==> src/rtl/usb_speed_autodetect_if.sv <==
// Register-block / PHY-side signal bundle for the USB speed autodetect sequencer.
// slave = sequencer side, master = register block / linestate driver side.
interface usb_speed_autodetect_if #(
    parameter int CW = 24
);
    logic          restart_i;
    logic [CW-1:0] wait1_i;
    logic [CW-1:0] wait2_i;
    logic [1:0]    xcvrsel_dflt_i;
    logic          termsel_dflt_i;
    logic [1:0]    linestate_i;
    logic [1:0]    speed_o;
    logic [1:0]    xcvrsel_o;
    logic          termsel_o;
    logic          busy_o;
    logic          done_o;

    modport slave (
        input  restart_i, wait1_i, wait2_i, xcvrsel_dflt_i, termsel_dflt_i, linestate_i,
        output speed_o, xcvrsel_o, termsel_o, busy_o, done_o
    );

    modport master (
        output restart_i, wait1_i, wait2_i, xcvrsel_dflt_i, termsel_dflt_i, linestate_i,
        input  speed_o, xcvrsel_o, termsel_o, busy_o, done_o
    );
endinterface

==> src/rtl/usb_speed_autodetect.sv <==
// Sniffer-side USB speed autodetection sequencer (bus reset, device chirp, host K-J chirps).
// Optional macro USB_AUTO_LS_DETECT_EN: a debounced K in WAIT_IDLE reports low speed.
//
//  state        | meaning
//  -------------+---------------------------------------------------------------
//  S_IDLE       | after reset, waiting for the first restart pulse
//  S_WAIT_IDLE  | debouncing a stable J (or K) idle level
//  S_WAIT_RESET | counting SE0 cycles until a bus reset qualifies
//  S_WAIT_CHIRP | chirp window open, looking for the device K chirp
//  S_HOST_KJ    | counting qualified host K<->J chirp edges
//  S_DONE       | result valid, holding until the next restart
module usb_speed_autodetect #(
    parameter int pUSB_AUTO_COUNTER_WIDTH = 24,
    parameter int pDEBOUNCE               = 16,
    parameter int pCHIRP_K_MIN            = 60,
    parameter int pCHIRP_KJ_MIN           = 30,
    parameter int pKJ_COUNT               = 6
) (
    input  logic                  fe_clk,
    input  logic                  reset_n,
    usb_speed_autodetect_if.slave bus
);
    localparam int CW = pUSB_AUTO_COUNTER_WIDTH;

    localparam logic [CW-1:0] DEB_MAX   = CW'(pDEBOUNCE);
    localparam logic [CW-1:0] K_MIN     = CW'(pCHIRP_K_MIN);
    localparam logic [CW-1:0] KJ_MIN    = CW'(pCHIRP_KJ_MIN);
    localparam logic [CW-1:0] KJ_EDGES  = CW'(pKJ_COUNT);
    localparam logic [CW-1:0] CNT_ONE   = CW'(1);

    localparam logic [1:0] LS_SE0 = 2'b00;
    localparam logic [1:0] LS_J   = 2'b01;
    localparam logic [1:0] LS_K   = 2'b10;
    localparam logic [1:0] LS_SE1 = 2'b11;

    localparam logic [1:0] SPD_HS = 2'b00;
    localparam logic [1:0] SPD_FS = 2'b01;
    localparam logic [1:0] SPD_LS = 2'b10;

    typedef enum logic [2:0] {
        S_IDLE,
        S_WAIT_IDLE,
        S_WAIT_RESET,
        S_WAIT_CHIRP,
        S_HOST_KJ,
        S_DONE
    } state_t;

    state_t        state_q, state_d;
    logic [CW-1:0] deb_cnt_q, deb_cnt_d;
    logic [CW-1:0] se0_cnt_q, se0_cnt_d;
    logic [CW-1:0] win_cnt_q, win_cnt_d;
    logic [CW-1:0] k_cnt_q, k_cnt_d;
    logic [CW-1:0] hold_cnt_q, hold_cnt_d;
    logic [CW-1:0] edge_cnt_q, edge_cnt_d;
    logic [1:0]    ls_prev_q, ls_prev_d;
    logic [1:0]    level_q, level_d;
    logic [1:0]    speed_q, speed_d;
    logic [1:0]    xcvrsel_q, xcvrsel_d;
    logic          termsel_q, termsel_d;
    logic          busy_q, busy_d;
    logic          done_q, done_d;

    logic          go_done;
    logic [1:0]    done_spd;
    logic [CW-1:0] wait1_eff;
    logic [1:0]    ls;

    assign ls        = bus.linestate_i;
    assign wait1_eff = (bus.wait1_i == '0) ? CNT_ONE : bus.wait1_i;

    function automatic logic [CW-1:0] sat_inc(input logic [CW-1:0] v);
        return (&v) ? v : v + CNT_ONE;
    endfunction

    // {xcvrsel, termsel} the PHY is left in once a speed is known
    function automatic logic [2:0] phy_cfg(input logic [1:0] spd);
        case (spd)
            SPD_HS:  phy_cfg = 3'b000;
            SPD_LS:  phy_cfg = 3'b101;
            default: phy_cfg = 3'b011;
        endcase
    endfunction

    always_comb begin
        state_d    = state_q;
        deb_cnt_d  = deb_cnt_q;
        se0_cnt_d  = se0_cnt_q;
        win_cnt_d  = win_cnt_q;
        k_cnt_d    = k_cnt_q;
        hold_cnt_d = hold_cnt_q;
        edge_cnt_d = edge_cnt_q;
        ls_prev_d  = ls;
        level_d    = level_q;
        speed_d    = speed_q;
        xcvrsel_d  = xcvrsel_q;
        termsel_d  = termsel_q;
        busy_d     = busy_q;
        done_d     = done_q;
        go_done    = 1'b0;
        done_spd   = SPD_FS;

        case (state_q)
            S_IDLE: begin
            end

            S_WAIT_IDLE: begin
                if (ls == LS_SE0 || ls == LS_SE1) begin
                    deb_cnt_d = '0;
                end else begin
                    if (ls != ls_prev_q || deb_cnt_q == '0) begin
                        deb_cnt_d = CNT_ONE;
                    end else begin
                        deb_cnt_d = sat_inc(deb_cnt_q);
                    end
                    if (deb_cnt_d >= DEB_MAX) begin
                        deb_cnt_d = '0;
                        if (ls == LS_J) begin
                            state_d = S_WAIT_RESET;
                        end else begin
`ifdef USB_AUTO_LS_DETECT_EN
                            go_done  = 1'b1;
                            done_spd = SPD_LS;
`endif
                        end
                    end
                end
            end

            S_WAIT_RESET: begin
                se0_cnt_d = (ls == LS_SE0) ? sat_inc(se0_cnt_q) : '0;
                if (se0_cnt_d >= wait1_eff) begin
                    state_d    = S_WAIT_CHIRP;
                    se0_cnt_d  = '0;
                    win_cnt_d  = '0;
                    k_cnt_d    = '0;
                    hold_cnt_d = '0;
                    edge_cnt_d = '0;
                end
            end

            S_WAIT_CHIRP: begin
                win_cnt_d = sat_inc(win_cnt_q);
                k_cnt_d   = (ls == LS_K) ? sat_inc(k_cnt_q) : '0;
                if (k_cnt_d >= K_MIN) begin
                    state_d    = S_HOST_KJ;
                    level_d    = LS_K;
                    hold_cnt_d = '0;
                    edge_cnt_d = '0;
                end else if (win_cnt_q >= bus.wait2_i || ls == LS_J) begin
                    go_done  = 1'b1;
                    done_spd = SPD_FS;
                end
            end

            S_HOST_KJ: begin
                win_cnt_d = sat_inc(win_cnt_q);
                // SE0/SE1 cycles neither extend nor break the current level
                if (ls == LS_J || ls == LS_K) begin
                    if (ls != level_q) begin
                        level_d    = ls;
                        hold_cnt_d = CNT_ONE;
                        edge_cnt_d = (hold_cnt_q >= KJ_MIN) ? sat_inc(edge_cnt_q) : '0;
                    end else begin
                        hold_cnt_d = sat_inc(hold_cnt_q);
                    end
                end
                // a qualifying last edge wins over a window expiry in the same cycle
                if (edge_cnt_d >= KJ_EDGES) begin
                    go_done  = 1'b1;
                    done_spd = SPD_HS;
                end else if (win_cnt_q >= bus.wait2_i) begin
                    go_done  = 1'b1;
                    done_spd = SPD_FS;
                end
            end

            S_DONE: begin
            end

            default: begin
                state_d = S_IDLE;
            end
        endcase

        if (go_done) begin
            state_d                  = S_DONE;
            speed_d                  = done_spd;
            {xcvrsel_d, termsel_d}   = phy_cfg(done_spd);
            busy_d                   = 1'b0;
            done_d                   = 1'b1;
        end

        if (bus.restart_i) begin
            state_d    = S_WAIT_IDLE;
            deb_cnt_d  = '0;
            se0_cnt_d  = '0;
            win_cnt_d  = '0;
            k_cnt_d    = '0;
            hold_cnt_d = '0;
            edge_cnt_d = '0;
            level_d    = LS_J;
            xcvrsel_d  = bus.xcvrsel_dflt_i;
            termsel_d  = bus.termsel_dflt_i;
            busy_d     = 1'b1;
            done_d     = 1'b0;
        end
    end

    always_ff @(posedge fe_clk or negedge reset_n) begin
        if (!reset_n) begin
            state_q    <= S_IDLE;
            deb_cnt_q  <= '0;
            se0_cnt_q  <= '0;
            win_cnt_q  <= '0;
            k_cnt_q    <= '0;
            hold_cnt_q <= '0;
            edge_cnt_q <= '0;
            ls_prev_q  <= LS_SE0;
            level_q    <= LS_J;
            speed_q    <= SPD_FS;
            xcvrsel_q  <= 2'b01;
            termsel_q  <= 1'b1;
            busy_q     <= 1'b0;
            done_q     <= 1'b0;
        end else begin
            state_q    <= state_d;
            deb_cnt_q  <= deb_cnt_d;
            se0_cnt_q  <= se0_cnt_d;
            win_cnt_q  <= win_cnt_d;
            k_cnt_q    <= k_cnt_d;
            hold_cnt_q <= hold_cnt_d;
            edge_cnt_q <= edge_cnt_d;
            ls_prev_q  <= ls_prev_d;
            level_q    <= level_d;
            speed_q    <= speed_d;
            xcvrsel_q  <= xcvrsel_d;
            termsel_q  <= termsel_d;
            busy_q     <= busy_d;
            done_q     <= done_d;
        end
    end

    assign bus.speed_o   = speed_q;
    assign bus.xcvrsel_o = xcvrsel_q;
    assign bus.termsel_o = termsel_q;
    assign bus.busy_o    = busy_q;
    assign bus.done_o    = done_q;
endmodule
==> src/flat_wrapper.sv <==
// flat-port wrapper written by rule: the top's interface ports become plain ports
module usb_speed_autodetect_flat 
#(
    parameter int pUSB_AUTO_COUNTER_WIDTH = 24,
    parameter int pDEBOUNCE               = 16,
    parameter int pCHIRP_K_MIN            = 60,
    parameter int pCHIRP_KJ_MIN           = 30,
    parameter int pKJ_COUNT               = 6
)
  (fe_clk, reset_n, bus_restart_i, bus_wait1_i, bus_wait2_i, bus_xcvrsel_dflt_i, bus_termsel_dflt_i, bus_linestate_i, bus_speed_o, bus_xcvrsel_o, bus_termsel_o, bus_busy_o, bus_done_o);
  usb_speed_autodetect_if bus_i ();
  input  logic fe_clk;
  input  logic reset_n;
  input wire logic [$bits(bus_i.restart_i)-1:0] bus_restart_i;
  input wire logic [$bits(bus_i.wait1_i)-1:0] bus_wait1_i;
  input wire logic [$bits(bus_i.wait2_i)-1:0] bus_wait2_i;
  input wire logic [$bits(bus_i.xcvrsel_dflt_i)-1:0] bus_xcvrsel_dflt_i;
  input wire logic [$bits(bus_i.termsel_dflt_i)-1:0] bus_termsel_dflt_i;
  input wire logic [$bits(bus_i.linestate_i)-1:0] bus_linestate_i;
  output wire logic [$bits(bus_i.speed_o)-1:0] bus_speed_o;
  output wire logic [$bits(bus_i.xcvrsel_o)-1:0] bus_xcvrsel_o;
  output wire logic [$bits(bus_i.termsel_o)-1:0] bus_termsel_o;
  output wire logic [$bits(bus_i.busy_o)-1:0] bus_busy_o;
  output wire logic [$bits(bus_i.done_o)-1:0] bus_done_o;
  assign bus_i.restart_i = bus_restart_i;
  assign bus_i.wait1_i = bus_wait1_i;
  assign bus_i.wait2_i = bus_wait2_i;
  assign bus_i.xcvrsel_dflt_i = bus_xcvrsel_dflt_i;
  assign bus_i.termsel_dflt_i = bus_termsel_dflt_i;
  assign bus_i.linestate_i = bus_linestate_i;
  assign bus_speed_o = bus_i.speed_o;
  assign bus_xcvrsel_o = bus_i.xcvrsel_o;
  assign bus_termsel_o = bus_i.termsel_o;
  assign bus_busy_o = bus_i.busy_o;
  assign bus_done_o = bus_i.done_o;
  usb_speed_autodetect #(.pUSB_AUTO_COUNTER_WIDTH(pUSB_AUTO_COUNTER_WIDTH), .pDEBOUNCE(pDEBOUNCE), .pCHIRP_K_MIN(pCHIRP_K_MIN), .pCHIRP_KJ_MIN(pCHIRP_KJ_MIN), .pKJ_COUNT(pKJ_COUNT)) u_core (.fe_clk(fe_clk), .reset_n(reset_n), .bus(bus_i));
endmodule
==> config.mk <==
export PLATFORM = sky130hd
export DESIGN_NAME = usb_speed_autodetect_flat
export DESIGN_NICKNAME = d
export VERILOG_FILES = /design/src/rtl/usb_speed_autodetect_if.sv /design/src/rtl/usb_speed_autodetect.sv /design/src/flat_wrapper.sv
export SDC_FILE = /design/constraint.sdc
export NUM_CORES = 1
export LEC_CHECK = 0
export BUFFER_PORTS_ARGS = -buffer_cell sky130_fd_sc_hd__buf_2
export CAP_MARGIN = 0
export CORE_ASPECT_RATIO = 0.8
export CORE_UTILIZATION = 66
export CTS_BUF_LIST = sky130_fd_sc_hd__clkbuf_4 sky130_fd_sc_hd__clkbuf_8 sky130_fd_sc_hd__clkbuf_16
export DETAILED_ROUTE_END_ITERATION = 12
export PLACE_DENSITY = 0.95
export SLEW_MARGIN = 10
export SYNTH_ARGS = -nofsm -noshare
export SYNTH_HDL_FRONTEND = slang
export SYNTH_SLANG_ARGS = --single-unit
==> constraint.sdc <==
create_clock -name fe_clk -period 9.2 [get_ports fe_clk]
set_input_delay 1.84 -clock fe_clk [delete_from_list [all_inputs] [get_ports fe_clk]]
set_output_delay 1.84 -clock fe_clk [all_outputs]
set_load 0.005 [all_outputs]
Word level (Yosys, flattened, before mapping)
Index checks and enable logic that the tools add are counted.

storage, ports and cells
  register bits after elaboration = 158
  input bits = 56
  output and inout port bits = 7
  word-level logic and storage cells = 143

cells by class
  $add $sub $neg = 6
  order comparisons = 6
  equal/unequal tests = 23
  mux-type cells = 64
  reductions and logical operators = 30

operators with widths
  cell                                                                                  count
  24-bit two-way mux                                                                    31
  24-bit by 1-bit adder with 24-bit output, second input constant                       6
  24-bit one-hot mux with 3 select lines                                                2
  24-bit AND reduction                                                                  6
  24-bit one-hot mux with 2 select lines                                                2
  24-bit greater-or-equal comparator                                                    2
  24-bit by 5-bit greater-or-equal comparator with 1-bit output, second input constant  2
  24-bit logical NOT                                                                    2
  24-bit by 3-bit greater-or-equal comparator with 1-bit output, second input constant  1
  24-bit by 6-bit greater-or-equal comparator with 1-bit output, second input constant  1
  3-bit two-way mux                                                                     7
  4-bit by 2-bit inequality test with 1-bit output, second input constant               4
  2-bit two-way mux                                                                     7
  3-bit by 2-bit inequality test with 1-bit output, second input constant               4
  3-bit one-hot mux with 4 select lines                                                 1
  1-bit two-way mux                                                                     11
  3-bit nonzero test                                                                    3
  4-bit by 3-bit inequality test with 1-bit output, second input constant               2
  2-bit == test, second input constant                                                  3
  3-bit by 2-bit == test with 1-bit output, second input constant                       2
  3-bit == test, second input constant                                                  2
  3-bit one-hot mux with 2 select lines                                                 1
  3-bit AND reduction                                                                   2
  6-bit AND reduction                                                                   1
  17 further kinds                                                                      24

Logic depth before layout (Yosys ltp)
  word-level depth = 13
  depth in mapped cells = 21
  gate-level depth less buffers = 19

Worst setup path after synthesis
No wires, ideal clock.

  kind = input port to flip-flop
  start = input port bus_linestate_i[0]
  end = register u_core.k_cnt_q[15]
  setup time = 0.110 ns
  arrival time = 5.133 ns
  required time = 9.090 ns
  path slack = 3.957 ns
  cell stages on the path = 18
  path buffers = 3
  cells stage by stage = inv_1 -> ha_1 -> inv_1 -> clkbuf_1 -> clkbuf_1 -> nor2_1 -> ha_1 -> a21o_1 -> a21o_1 -> a21o_1 -> a211oi_1 -> o21ai_0 -> a21oi_1 -> nor2_1 -> o21ai_1 -> clkbuf_1 -> o21ai_0 -> o41ai_1

on the way
  longest elaborated chain between the ends = 5
  elaborated cells between the ends (all ways) = 9
  classes of those cells = 1 x order compare; 2 x eq/ne; 4 x mux; 2 x reduce/logical

RTL lines
  item                                                               RTL line                     source
  start, declared                                                    flat_wrapper.sv:19           input wire logic [$bits(bus_i.linestate_i)-1:0] bus_linestate_i;
  2-bit logical NOT                                                  usb_speed_autodetect.sv:131  se0_cnt_d = (ls == LS_SE0) ? sat_inc(se0_cnt_q) : '0;
  24-bit two-way mux                                                 usb_speed_autodetect.sv:131
  24-bit greater-or-equal comparator                                 usb_speed_autodetect.sv:132  if (se0_cnt_d >= wait1_eff) begin
  3-bit by 2-bit inequality test with 1-bit output (no source line)  n/a
  2-bit AND reduction (no source line)                               n/a
  end signal, assigned                                               usb_speed_autodetect.sv:231  k_cnt_q <= k_cnt_d;
  end, declared                                                      usb_speed_autodetect.sv:53   logic [CW-1:0] k_cnt_q, k_cnt_d;

Parallel ways exist; a longest one is shown, timed or not.
A chain may end at the register's enable or synchronous reset.

Worst setup path in the final report
  start = register u_core.se0_cnt_q[14]
  end = register u_core.hold_cnt_q[0]

on the way
  longest elaborated chain between the ends = 6
  elaborated cells between the ends (all ways) = 7
  classes of those cells = 1 x add/sub; 1 x order compare; 1 x eq/ne; 2 x mux; 2 x reduce/logical

RTL lines
  item                                                                                     RTL line                     source
  start, declared                                                                          usb_speed_autodetect.sv:51   logic [CW-1:0] se0_cnt_q, se0_cnt_d;
  start signal, assigned                                                                   usb_speed_autodetect.sv:229  se0_cnt_q <= se0_cnt_d;
  24-bit by 1-bit adder with 24-bit output / 24-bit AND reduction (equally long branches)  usb_speed_autodetect.sv:73   return (&v) ? v : v + CNT_ONE;
  24-bit two-way mux *                                                                     usb_speed_autodetect.sv:73
  24-bit two-way mux *                                                                     usb_speed_autodetect.sv:131
  24-bit greater-or-equal comparator *                                                     usb_speed_autodetect.sv:132
  3-bit by 2-bit inequality test with 1-bit output (no source line) *                      n/a
  5-bit AND reduction (no source line) *                                                   n/a
  end signal, assigned                                                                     usb_speed_autodetect.sv:232  hold_cnt_q <= hold_cnt_d;
  end, declared                                                                            usb_speed_autodetect.sv:54   logic [CW-1:0] hold_cnt_q, hold_cnt_d;

Every way passes the cells marked *; elsewhere a longest branch is shown, timed or not.

==> flow_summary_export.csv <==
group,metric,value,unit
floorplanning,die_w,147,µm
setup_path,cp-end-kind,"flop",
clocking,root_buffer,"clkbuf_16",
yosys,synth_seq_cells,157,
drt,post_drt_wl_per_cell,18.2,µm
sta,max_slew_margin,26.6,%
setup_path,crit_fanout,24,
sta,finalCritPeriodShare,61.9,%
placed_design,portBuffers,61,
floorplanning,initial_core_util,67.3,%
floorplanning,die-area,0.0173,mm²
clocking,cts_tree,"built",
global_routing,antenna_found_initial,0,
sta,max_freq,176,MHz
setup_path,cp_slowest_stage_delay,0.68,ns
clocking,clkLatencyLatePin,0.44,ns
finish,antenna_cells,0,
hold_path,hold_class,"flop to flop",
drt,firstDrtPassIters,6,
global_routing,grt_pass1_vias,9992,
finish,area_delta_synth_final,9.49,%
placed_design,gp_congestion,0.989,
floorplanning,rows,42,
global_routing,grtUsageTotal,34.5,%
status,status,"complete, no violations",
yosys,postSynthCellCount,1329,
yosys,ys_seq_area_share,35.4,%
drt,routed_wirelength,29.2,mm
yosys,synth_edf_count,0,
sta,timing.final.max_slew_violations,0,
clocking,cts.reportedPaths.clkPinSlew,0.06,ns
sta,hold_viol_final,0,
placed_design,place_hpwl,20.0,mm
sta,rsz0062_at_grt,"no",
power,p_leak,5.55,nW
drt,via_count,10700,
sta,finalSetupTns,0,ns
yosys,synthDistinctLibCells,81,
drt,drc,0,
drt,ant_nets,0,
sta,skew,0.0134,ns
setup_path,critical_path_required,9.52,ns
yosys,synth_nets,1444,
drt,drt_iter0_drc,1382,
setup_path,crit_arrival,6.01,ns
floorplanning,io_pins,63,
yosys,avgSynthCellArea,8.35,µm²
sta,setup_viol,0,
clocking,clk_path_buf_depth,2,
setup_path,r2r_start,"u_core.se0_cnt_q[14]",
setup_path,worstSetupStartpointType,"flop",
yosys,synthFlopType,"dfrtp_1",
clocking,cts_hold_buf,0,
global_routing,overflow,0,
clocking,postCtsSetupBuffers,0,
setup_path,path_class,"flop to flop",
setup_path,slowest_stage,"a21oi_1",
floorplanning,core_area,0.0165,mm²
hold_path,hp-start,"u_core.bus.busy_o",
global_routing,grt_pass1_wl,48.3,mm
setup_path,crit_start,"u_core.se0_cnt_q[14]",
finish,seq_area,0.00393,mm²
yosys,syn_area,0.0111,mm²
finish,drive_gt1_share,10.2,%
drt,vias_per_cell,6.72,
sta,worst_slew_pin_slew,1.10,ns
sta,hold_slack,0.473,ns
power,vdd_ir_drop_max,147,µV
global_routing,grt_max_degree,81,
finish,fillers,1190,
clocking,cts.repair.resized,0,
yosys,async_flop_share,100,%
flow_run,cap_violations,0,
clocking,cts.sink_count,157,
clocking,cts_htree_levels,4,
hold_path,hold_path_depth,1,
power,powerDensity,150,mW/mm²
clocking,cts_made_buffers,17,
floorplanning,fp.dieH,118,µm
yosys,yosysWarningCount,0,
finish,utilization,73.7,%
setup_path,crit_chain,"and4_1 > and3_1 > nor4b_1 > and3_1 > nor4_1 > nand3_1 > nor2_1 > xnor2_1 > nor2_1 > ha_1 > or4_1 > a21oi_1 > nor4b_1 > o21ai_0 > a21oi_1 > nor2_2 > o211a_1 > nand2_2 > mux2_1",
finish,multi_input_area,0.00666,mm²
setup_path,ff2ff_path_depth,19,
sta,min_period,5.69,ns
finish,layout.nets,1482,
-- layout by cell type, fill, tap and decap left out, types with 8 or more instances in the layout --
cell       netlist  routed
dfrtp_1        153     153
nand2_1        113     113
nor2_1         113     112
o21ai_0         93      93
a21oi_1         79      79
inv_1           72      72
nand3_1         66      66
buf_2            8      60
ha_1            59      59
nand4_1         49      49
nor3_1          49      49
xor2_1          45      45
and3_1          41      41
and2_1          30      30
o31ai_1         29      29
a21o_1          26      26
nor4_1          23      23
o2bb2ai_1       20      20
a31oi_1         18      18
clkbuf_16        0      17
xnor2_1         14      14
o21ai_1         13      13
nand2b_1        12      12
buf_4            4      11
and4_1          10      10
a22o_1          10      10
mux2i_1          8       8
-- final cells by class --
| class | instances | area share, % |
|---|---|---|
| well taps | 220 | 2.26 |
| inverters | 72 | 2.22 |
| multi-input cells | 1047 | 54.8 |
| clock inverters | 7 | 1.13 |
| clock buffers | 23 | 3.97 |
| flip-flops and latches | 157 | 32.4 |
| repair buffers | 72 | 3.24 |
-- metal layers --
metal,routed length (µm),vias up,share of wire [%],track usage (%)
met3,2830,82,9.7,7.67
met2,13200,665,45,53.1
li1,-,4970,-,-
met4,751,0,2.6,13.0
met5,0,-,0,0
met1,12400,5027,42,47.8
-- critical path: cells and delay by family, from the launching register on --
kind | cells | cell delay, ns
AND/OR/NAND/NOR | 12 | 3.17
adder cells (fa/ha/maj) | 1 | 0.20
multiplexers | 1 | 0.37
AO/OA/AOI/OAI | 4 | 1.20
XOR/XNOR | 1 | 0.18
flip-flops | 1 | 0.45
-- kinds of logic (layout without fill, tap and decap cells) --
| family | count (synthesis) | in the layout | synth area share, % |
|---|---|---|---|
| adders and majority gates | 59 | 59 | 6.65 |
| and+or+nand+nor | 558 | 558 | 26.4 |
| muxes | 18 | 18 | 1.77 |
| xor gates and xnor gates | 59 | 59 | 4.65 |
| AOI/OAI and AO/OA | 352 | 352 | 20.4 |
| other | 1 | 1 | 0.0338 |
| DFF | 157 | 157 | 35.4 |
| buffers and inverters | 125 | 174 | 4.59 |
-- Yosys cell counts, drive strengths merged (20+ instances only) --
cell	count	area share, %
clkbuf	37	1.3
nor4	27	1.9
and3	41	2.3
nand3	67	3.1
nor3	52	2.5
xor2	45	3.5
and2	31	1.7
nand4	52	3.2
o21ai	106	4.8
dfrtp	153	34
nor2	114	3.9
a21o	26	1.8
inv	72	2.4
o31ai	29	2.0
ha	59	6.6
nand2	115	3.9
a21oi	79	3.6
o2bb2ai	20	1.6
-- worst paths after layout --
path                            slack, ns                     to
min in group asynchronous            1.46  u_core.edge_cnt_q[10]
worst max-delay path                 3.51   u_core.hold_cnt_q[0]
worst max register to register       3.51   u_core.hold_cnt_q[0]
worst min register to register       0.47      u_core.bus.busy_o
max in group asynchronous            6.25      u_core.level_q[1]
worst min-delay path                 0.47      u_core.bus.busy_o
-- per-stage QoR --
stage / worst slack (ns) / instances / instance area (µm²) / power, mW
after global placement: 3.44 / 1568 / 11500 / 1.05
after floorplan: 3.96 / 1329 / 11100 / 0.955
after detailed placement: 3.31 / 1568 / 11500 / 1.06
after global routing: 3.12 / 1598 / 12200 / 1.88
final: 3.51 / 1598 / 12200 / 1.82
after CTS: 3.59 / 1598 / 12200 / 1.81
-- flip-flops by register name, indices dropped and copies added (netlist names), 3 cells and up --
name and count:
u_core.state_q 3, u_core.edge_cnt_q 24, u_core.hold_cnt_q 24, u_core.deb_cnt_q 24, u_core.win_cnt_q 24, u_core.k_cnt_q 24
u_core.se0_cnt_q 24
-- power by group --
group	switching [mW]	internal (mW)	leakage, nW
clock network	0.282	0.476	0.307
logic	0.224	0.0948	3.08
registers	0.0290	0.715	2.16
total	0.534	1.29	5.55
(Power assumes the default switching activity.)
